--- src/rtl/mem_port_arbiter_pkg.sv ---
// Shared types for the memory-port arbiter: grant FSM encoding and the
// starvation counter width/saturation helper.
package mem_port_arbiter_pkg;

  typedef enum logic [1:0] {
    MPA_IDLE    = 2'd0,
    MPA_BUSY_I  = 2'd1,
    MPA_BUSY_D  = 2'd2,
    MPA_DRAIN_I = 2'd3
  } mpa_state_e;

  localparam int MPA_STARVE_LIMIT = 4;
  localparam int MPA_STARVE_W     = 4;

  typedef logic [MPA_STARVE_W-1:0] starve_cnt_t;

  function automatic starve_cnt_t starve_next(input starve_cnt_t cnt, input starve_cnt_t limit);
    return (cnt >= limit) ? limit : cnt + starve_cnt_t'(1);
  endfunction

endpackage

--- src/rtl/mem_arb_starve.sv ---
// Saturating count of D grants issued while fetch was waiting; starved_o
// forces the next grant to fetch.
module mem_arb_starve
  import mem_port_arbiter_pkg::*;
#(
  parameter int LIMIT = MPA_STARVE_LIMIT
) (
  input  logic clk,
  input  logic rst_n,
  input  logic inc_i,
  input  logic clr_i,
  output logic starved_o
);

  localparam starve_cnt_t LIM = starve_cnt_t'(LIMIT);

  starve_cnt_t cnt_q, cnt_d;

  always_comb begin
    cnt_d = cnt_q;
    if (clr_i)
      cnt_d = '0;
    else if (inc_i)
      cnt_d = starve_next(cnt_q, LIM);
  end

  always_ff @(posedge clk or negedge rst_n) begin
    if (!rst_n)
      cnt_q <= '0;
    else
      cnt_q <= cnt_d;
  end

  assign starved_o = (cnt_q == LIM);

endmodule

--- src/rtl/mem_port_arbiter.sv ---
// Single-outstanding arbiter sharing the memory bus between fetch (read-only)
// and the memory unit; D-side wins ties unless fetch has been starved.
module mem_port_arbiter
  import mem_port_arbiter_pkg::*;
#(
  parameter int AW           = 64,
  parameter int DW           = 64,
  parameter int STARVE_LIMIT = MPA_STARVE_LIMIT
) (
  input  logic            clk,
  input  logic            rst_n,
  input  logic [AW-1:0]   i_addr_i,
  input  logic            i_addr_valid_i,
  output logic [DW-1:0]   i_data_o,
  output logic            i_data_valid_o,
  input  logic [AW-1:0]   d_addr_i,
  input  logic            d_addr_valid_i,
  input  logic            d_we_i,
  input  logic [DW-1:0]   d_wdata_i,
  input  logic [DW/8-1:0] d_be_i,
  output logic [DW-1:0]   d_data_o,
  output logic            d_data_valid_o,
  output logic [AW-1:0]   mem_addr_o,
  output logic            mem_addr_valid_o,
  output logic            mem_we_o,
  output logic [DW-1:0]   mem_wdata_o,
  output logic [DW/8-1:0] mem_be_o,
  input  logic [DW-1:0]   mem_data_i,
  input  logic            mem_data_valid_i
);

  mpa_state_e      state_q;
  logic [AW-1:0]   mem_addr_q;
  logic            mem_addr_valid_q;
  logic            mem_we_q;
  logic [DW-1:0]   mem_wdata_q;
  logic [DW/8-1:0] mem_be_q;
  logic [DW-1:0]   i_data_q;
  logic [DW-1:0]   d_data_q;
  logic            post_rst_q;

  logic gnt_i, gnt_d, starved, bus_done, i_hit, d_hit;
  logic starve_inc, starve_clr;

  always_comb begin
    gnt_i = 1'b0;
    gnt_d = 1'b0;
    if (state_q == MPA_IDLE) begin
      if (starved && i_addr_valid_i)
        gnt_i = 1'b1;
      else if (d_addr_valid_i)
        gnt_d = 1'b1;
      else if (i_addr_valid_i)
        gnt_i = 1'b1;
    end
  end

  assign starve_inc = gnt_d && i_addr_valid_i;
  assign starve_clr = gnt_i || ((state_q == MPA_IDLE) && !i_addr_valid_i);

  mem_arb_starve #(
    .LIMIT(STARVE_LIMIT)
  ) u_starve (
    .clk      (clk),
    .rst_n    (rst_n),
    .inc_i    (starve_inc),
    .clr_i    (starve_clr),
    .starved_o(starved)
  );

  assign bus_done = (state_q != MPA_IDLE) && mem_data_valid_i;
  // Fetch only receives data if it still wants it in the completing cycle.
  assign i_hit    = (state_q == MPA_BUSY_I) && mem_data_valid_i && i_addr_valid_i;
  assign d_hit    = (state_q == MPA_BUSY_D) && mem_data_valid_i;

  always_ff @(posedge clk or negedge rst_n) begin
    if (!rst_n) begin
      state_q          <= MPA_IDLE;
      mem_addr_q       <= '0;
      mem_addr_valid_q <= 1'b0;
      mem_we_q         <= 1'b0;
      mem_wdata_q      <= '0;
      mem_be_q         <= '0;
      i_data_q         <= '0;
      d_data_q         <= '0;
      post_rst_q       <= 1'b1;
    end else begin
      case (state_q)
        MPA_IDLE: begin
          if (gnt_i) begin
            state_q          <= MPA_BUSY_I;
            mem_addr_valid_q <= 1'b1;
            mem_addr_q       <= i_addr_i;
            mem_we_q         <= 1'b0;
            mem_wdata_q      <= '0;
            mem_be_q         <= '0;
            post_rst_q       <= 1'b0;
          end else if (gnt_d) begin
            state_q          <= MPA_BUSY_D;
            mem_addr_valid_q <= 1'b1;
            mem_addr_q       <= d_addr_i;
            mem_we_q         <= d_we_i;
            mem_wdata_q      <= d_wdata_i;
            mem_be_q         <= d_be_i;
            post_rst_q       <= 1'b0;
          end
        end
        MPA_BUSY_I: begin
          if (mem_data_valid_i) begin
            state_q <= MPA_IDLE;
            if (i_addr_valid_i)
              i_data_q <= mem_data_i;
          end else if (!i_addr_valid_i) begin
            state_q <= MPA_DRAIN_I;
          end
        end
        MPA_BUSY_D: begin
          if (mem_data_valid_i) begin
            state_q  <= MPA_IDLE;
            d_data_q <= mem_data_i;
          end
        end
        MPA_DRAIN_I: begin
          if (mem_data_valid_i)
            state_q <= MPA_IDLE;
        end
        default: state_q <= MPA_IDLE;
      endcase
      if (bus_done) begin
        mem_addr_valid_q <= 1'b0;
        mem_addr_q       <= '0;
        mem_we_q         <= 1'b0;
        mem_wdata_q      <= '0;
        mem_be_q         <= '0;
      end
    end
  end

  assign mem_addr_o       = mem_addr_q;
  assign mem_addr_valid_o = mem_addr_valid_q;
  assign mem_we_o         = mem_we_q;
  assign mem_wdata_o      = mem_wdata_q;
  assign mem_be_o         = mem_be_q;

  assign i_data_valid_o = i_hit;
  assign i_data_o       = i_hit ? mem_data_i : i_data_q;
  assign d_data_valid_o = d_hit;
  assign d_data_o       = d_hit ? mem_data_i : d_data_q;

  // A response arriving before the first post-reset grant belongs to a pre-reset transaction.
  a_d_held: assert property (@(posedge clk) disable iff (!rst_n)
    (state_q == MPA_BUSY_D) |-> d_addr_valid_i);
  a_no_stray_rsp: assert property (@(posedge clk) disable iff (!rst_n)
    (mem_data_valid_i && (state_q == MPA_IDLE)) |-> post_rst_q);

endmodule

--- config.mk ---
export PLATFORM = sky130hd
export DESIGN_NAME = mem_port_arbiter
export DESIGN_NICKNAME = d
export VERILOG_FILES = /design/src/rtl/mem_port_arbiter_pkg.sv /design/src/rtl/mem_arb_starve.sv /design/src/rtl/mem_port_arbiter.sv
export SDC_FILE = /design/constraint.sdc
export NUM_CORES = 1
export LEC_CHECK = 0
export ABC_AREA = 1
export CORE_AREA = 2 2 212 214
export DETAILED_ROUTE_END_ITERATION = 10
export DIE_AREA = 0 0 214 216
export PLACE_DENSITY_LB_ADDON = 0.25
export SLEW_MARGIN = 20
export SYNTH_ARGS = -nofsm -noshare
export SYNTH_HDL_FRONTEND = slang
export SYNTH_SLANG_ARGS = --single-unit
--- constraint.sdc ---
create_clock -name clk -period 1.9 [get_ports clk]
set_clock_uncertainty 0.1 [all_clocks]
set_input_delay 0.38 -clock clk [delete_from_list [all_inputs] [get_ports clk]]
set_output_delay 0.38 -clock clk [all_outputs]
set_load 0.01 [all_outputs]
==> out/summary.txt <==
First-pass GRT wire length - 67300 µm
DP Worst Slack - -0.959 ns
CP max FO - 5
Setup-failing EPs final - 176
Status - finished with violations
Mapped cell area - 12000 µm²
Layout cell share with drive strength beyond 1 - 24.0%
Synth Register Bits - 272
H-Tree Depth - 2
Gpl congestion - 0.835
Seq/Total Area, Yosys - 56.5%
VDD IR max - 0.971 mV
All-layer global routing usage - 18.4%
Final instance area - 21300 µm²
Die Y - 216 µm
Fill cells - 4146
Vias per cell - 4.47
Hpwl dp - 31600 µm
Cells after synthesis - 1467
Period utilisation layout - 132%
Leak pwr - 10.8 nW
Critical Path AT - 2.03 ns
Minimum clock period after layout - 2.51 ns
Multi-input gate area - 4830 µm²
Cts bufs inserted - 35
Max-cap violation count - 0
Die area - 46200 µm²
Detailed Route Iter0 Violations - 591
Clk slew on worst S/H paths - 0.06 ns
Largest net degree at the start of global routing - 74
Vias - 12200
Placed instance area - 18600 µm²
Synth-to-Final Area Change - 76.8%
Critical Path End Type - output port
I/O Pins - 538
Placed Cells - 2588
Worst skew pair latency - 0.51 ns
Top post-synthesis cells by area - dfrtp_1 (57%), nand2_1 (15%), nand3_1 (8.6%)
Final hold vios - 0
Rows - 77
Post-DRT Antenna Nets - 0
Share of the synthesized area in the top cell type - 56.5%
Pwr dens - 1600 nW/µm²
Final Max Slew Viols - 0
Syn nets - 1739
Drt first pass iters - 5
Post-synth cell types - 23
Core area - 43800 µm²
Initial core utilization - 27.5%
Non-filler cells, final - 2719
Chip width - 214 µm
Wire length per cell - 17.0 µm
Worst-Margin Slew - 0.450 ns
# nets final - 2370
# port buffers - 537
CTS root buf - clkbuf_16
DRC - 0
Startpoint types - flip-flop
Failing checks - negative setup slack
Final core utilization - 48.6%
RSZ-0062 raised after global routing - true
Setup Total Neg Slack - -64.50 ns
GRT Residual Overflow - 0
CP Data Required Time - 1.42 ns
Mean Syn Cell Area - 8.21 µm²
DRT Wirelength - 46100 µm
Crit Path Category - reg2out
Antenna violations before repair - 6
CTS tree - yes
Vias in the first global route - 12000
Peak Freq - 0.398 GHz
Final WS setup - -0.614 ns
Clock sink count - 272
Leading area contributor after synthesis - dfrtp_1
Synth warn - 0
Reg area - 6810 µm²
Hold WC Path Type - in2async
Total Power - 34.0 mW
Rel. slew slack - 70.0%
Hold slack - 0.282 ns
Clock buffer depth - 3
[sequential cells by signal (all words and copies together) (netlist names)]
name,cells
mem_be_o,8
mem_addr_o,64
mem_addr_valid_o,1
u_starve.cnt_q,4
d_data_q,64
mem_wdata_o,64
state_q,2
mem_we_o,1
i_data_q,64
[layout make-up]
class,count,share of cell area (%)
tap,592,3.48
multi-input combinational,896,22.7
antenna,6,0.0705
timing repair buffer,688,32.6
clock inverter,10,0.705
clock buffer,50,4.86
inverter,205,3.65
sequential,272,32.0
[final timing paths]
| check | startpoint | end | slack, ns | cells past startpoint |
|---|---|---|---|---|
| min in group clk | d_we_i | mem_we_o$_DFFE_PN0P_ | 0.32 | 3 |
| min reg2reg | mem_wdata_o[40]$_DFFE_PN0P_ | mem_wdata_o[40]$_DFFE_PN0P_ | 0.37 | 2 |
| max reg2reg | state_q[1]$_DFFE_PN0P_ | mem_addr_o[32]$_DFFE_PN0P_ | 0.10 | 7 |
| min | rst_n | mem_wdata_o[0]$_DFFE_PN0P_ | 0.28 | 2 |
| max | state_q[0]$_DFFE_PN0P_ | i_data_o[40] | -0.61 | 10 |
| max in group asynchronous | rst_n | d_data_q[4]$_DFFE_PN0P_ | 0.74 | 3 |
[cells in the mapped netlist, drive strengths merged]
cell    instances
dfrtp         272
a21oi           1
nor2            6
clkbuf         25
nand2         483
nand3         206
nand4           1
nor3            1
ha              2
o21ai         195
buf            69
inv           205
o22ai           1
[cells by family after synthesis]
kind of cell / count (synthesis) / share of synthesized area (%)
AND/OR/NAND/NOR: 697 / 24.1
buffers and inverters: 299 / 10.9
flip-flops: 272 / 56.5
AO/OA/AOI/OAI: 197 / 8.26
adder cells (fa/ha/maj): 2 / 0.208
[worst max-delay path, stage by stage, from the launching register on]
cell and delay (ns):
dfrtp_1 0.36, inv_2 0.07, nor2_4 0.13, nand3_4 0.15, buf_12 0.18, clkbuf_16 0.14
buf_6 0.11, buf_6 0.12, nand2_2 0.06, o21ai_2 0.06, buf_6 0.13
[per-layer routing]
layer	GRT usage (%)	vias up	wire [µm]
met5	0	-	0
met4	8.16	0	1510
met2	32.4	367	23400
li1	-	5868	-
met3	4.38	82	2720
met1	21.2	5844	18500
[power by group]
part           switching, mW  internal (mW)
sequential              1.39           8.61
clock                   2.52           4.31
combinational           8.55           8.59
total                   12.5           21.5
[layout by cell type, fill, tap and decap left out, types with 4 or more instances in the layout]
cell,netlist,final
clkbuf_1,25,7
nand2_2,1,58
buf_16,0,7
inv_2,4,4
o21ai_0,192,78
dfrtp_1,272,271
buf_2,43,75
buf_4,11,78
o21ai_4,0,36
clkdlybuf4s50_1,0,406
buf_6,13,62
buf_12,0,25
buf_8,0,10
nand2_1,481,407
nand2_4,1,18
clkbuf_8,0,6
inv_1,201,198
bufinv_16,0,4
clkbuf_2,0,9
o21ai_1,1,27
clkbuf_16,0,48
o21ai_2,2,54
diode_2,0,6
clkinv_2,0,6
nand3_1,206,204
[timing repair]
item | in CTS | in global routing
setup endpoints to repair | 268 | 280
gates resized for setup | 429 | 543
pin swaps | 1 | 9
setup buffers | 12 | 38
cloned | 4 | 14
endpoints found under the hold margin | 33 | 0
hold buffers | 1 | 0
Note: power is estimated with default switching activity, not from simulation.
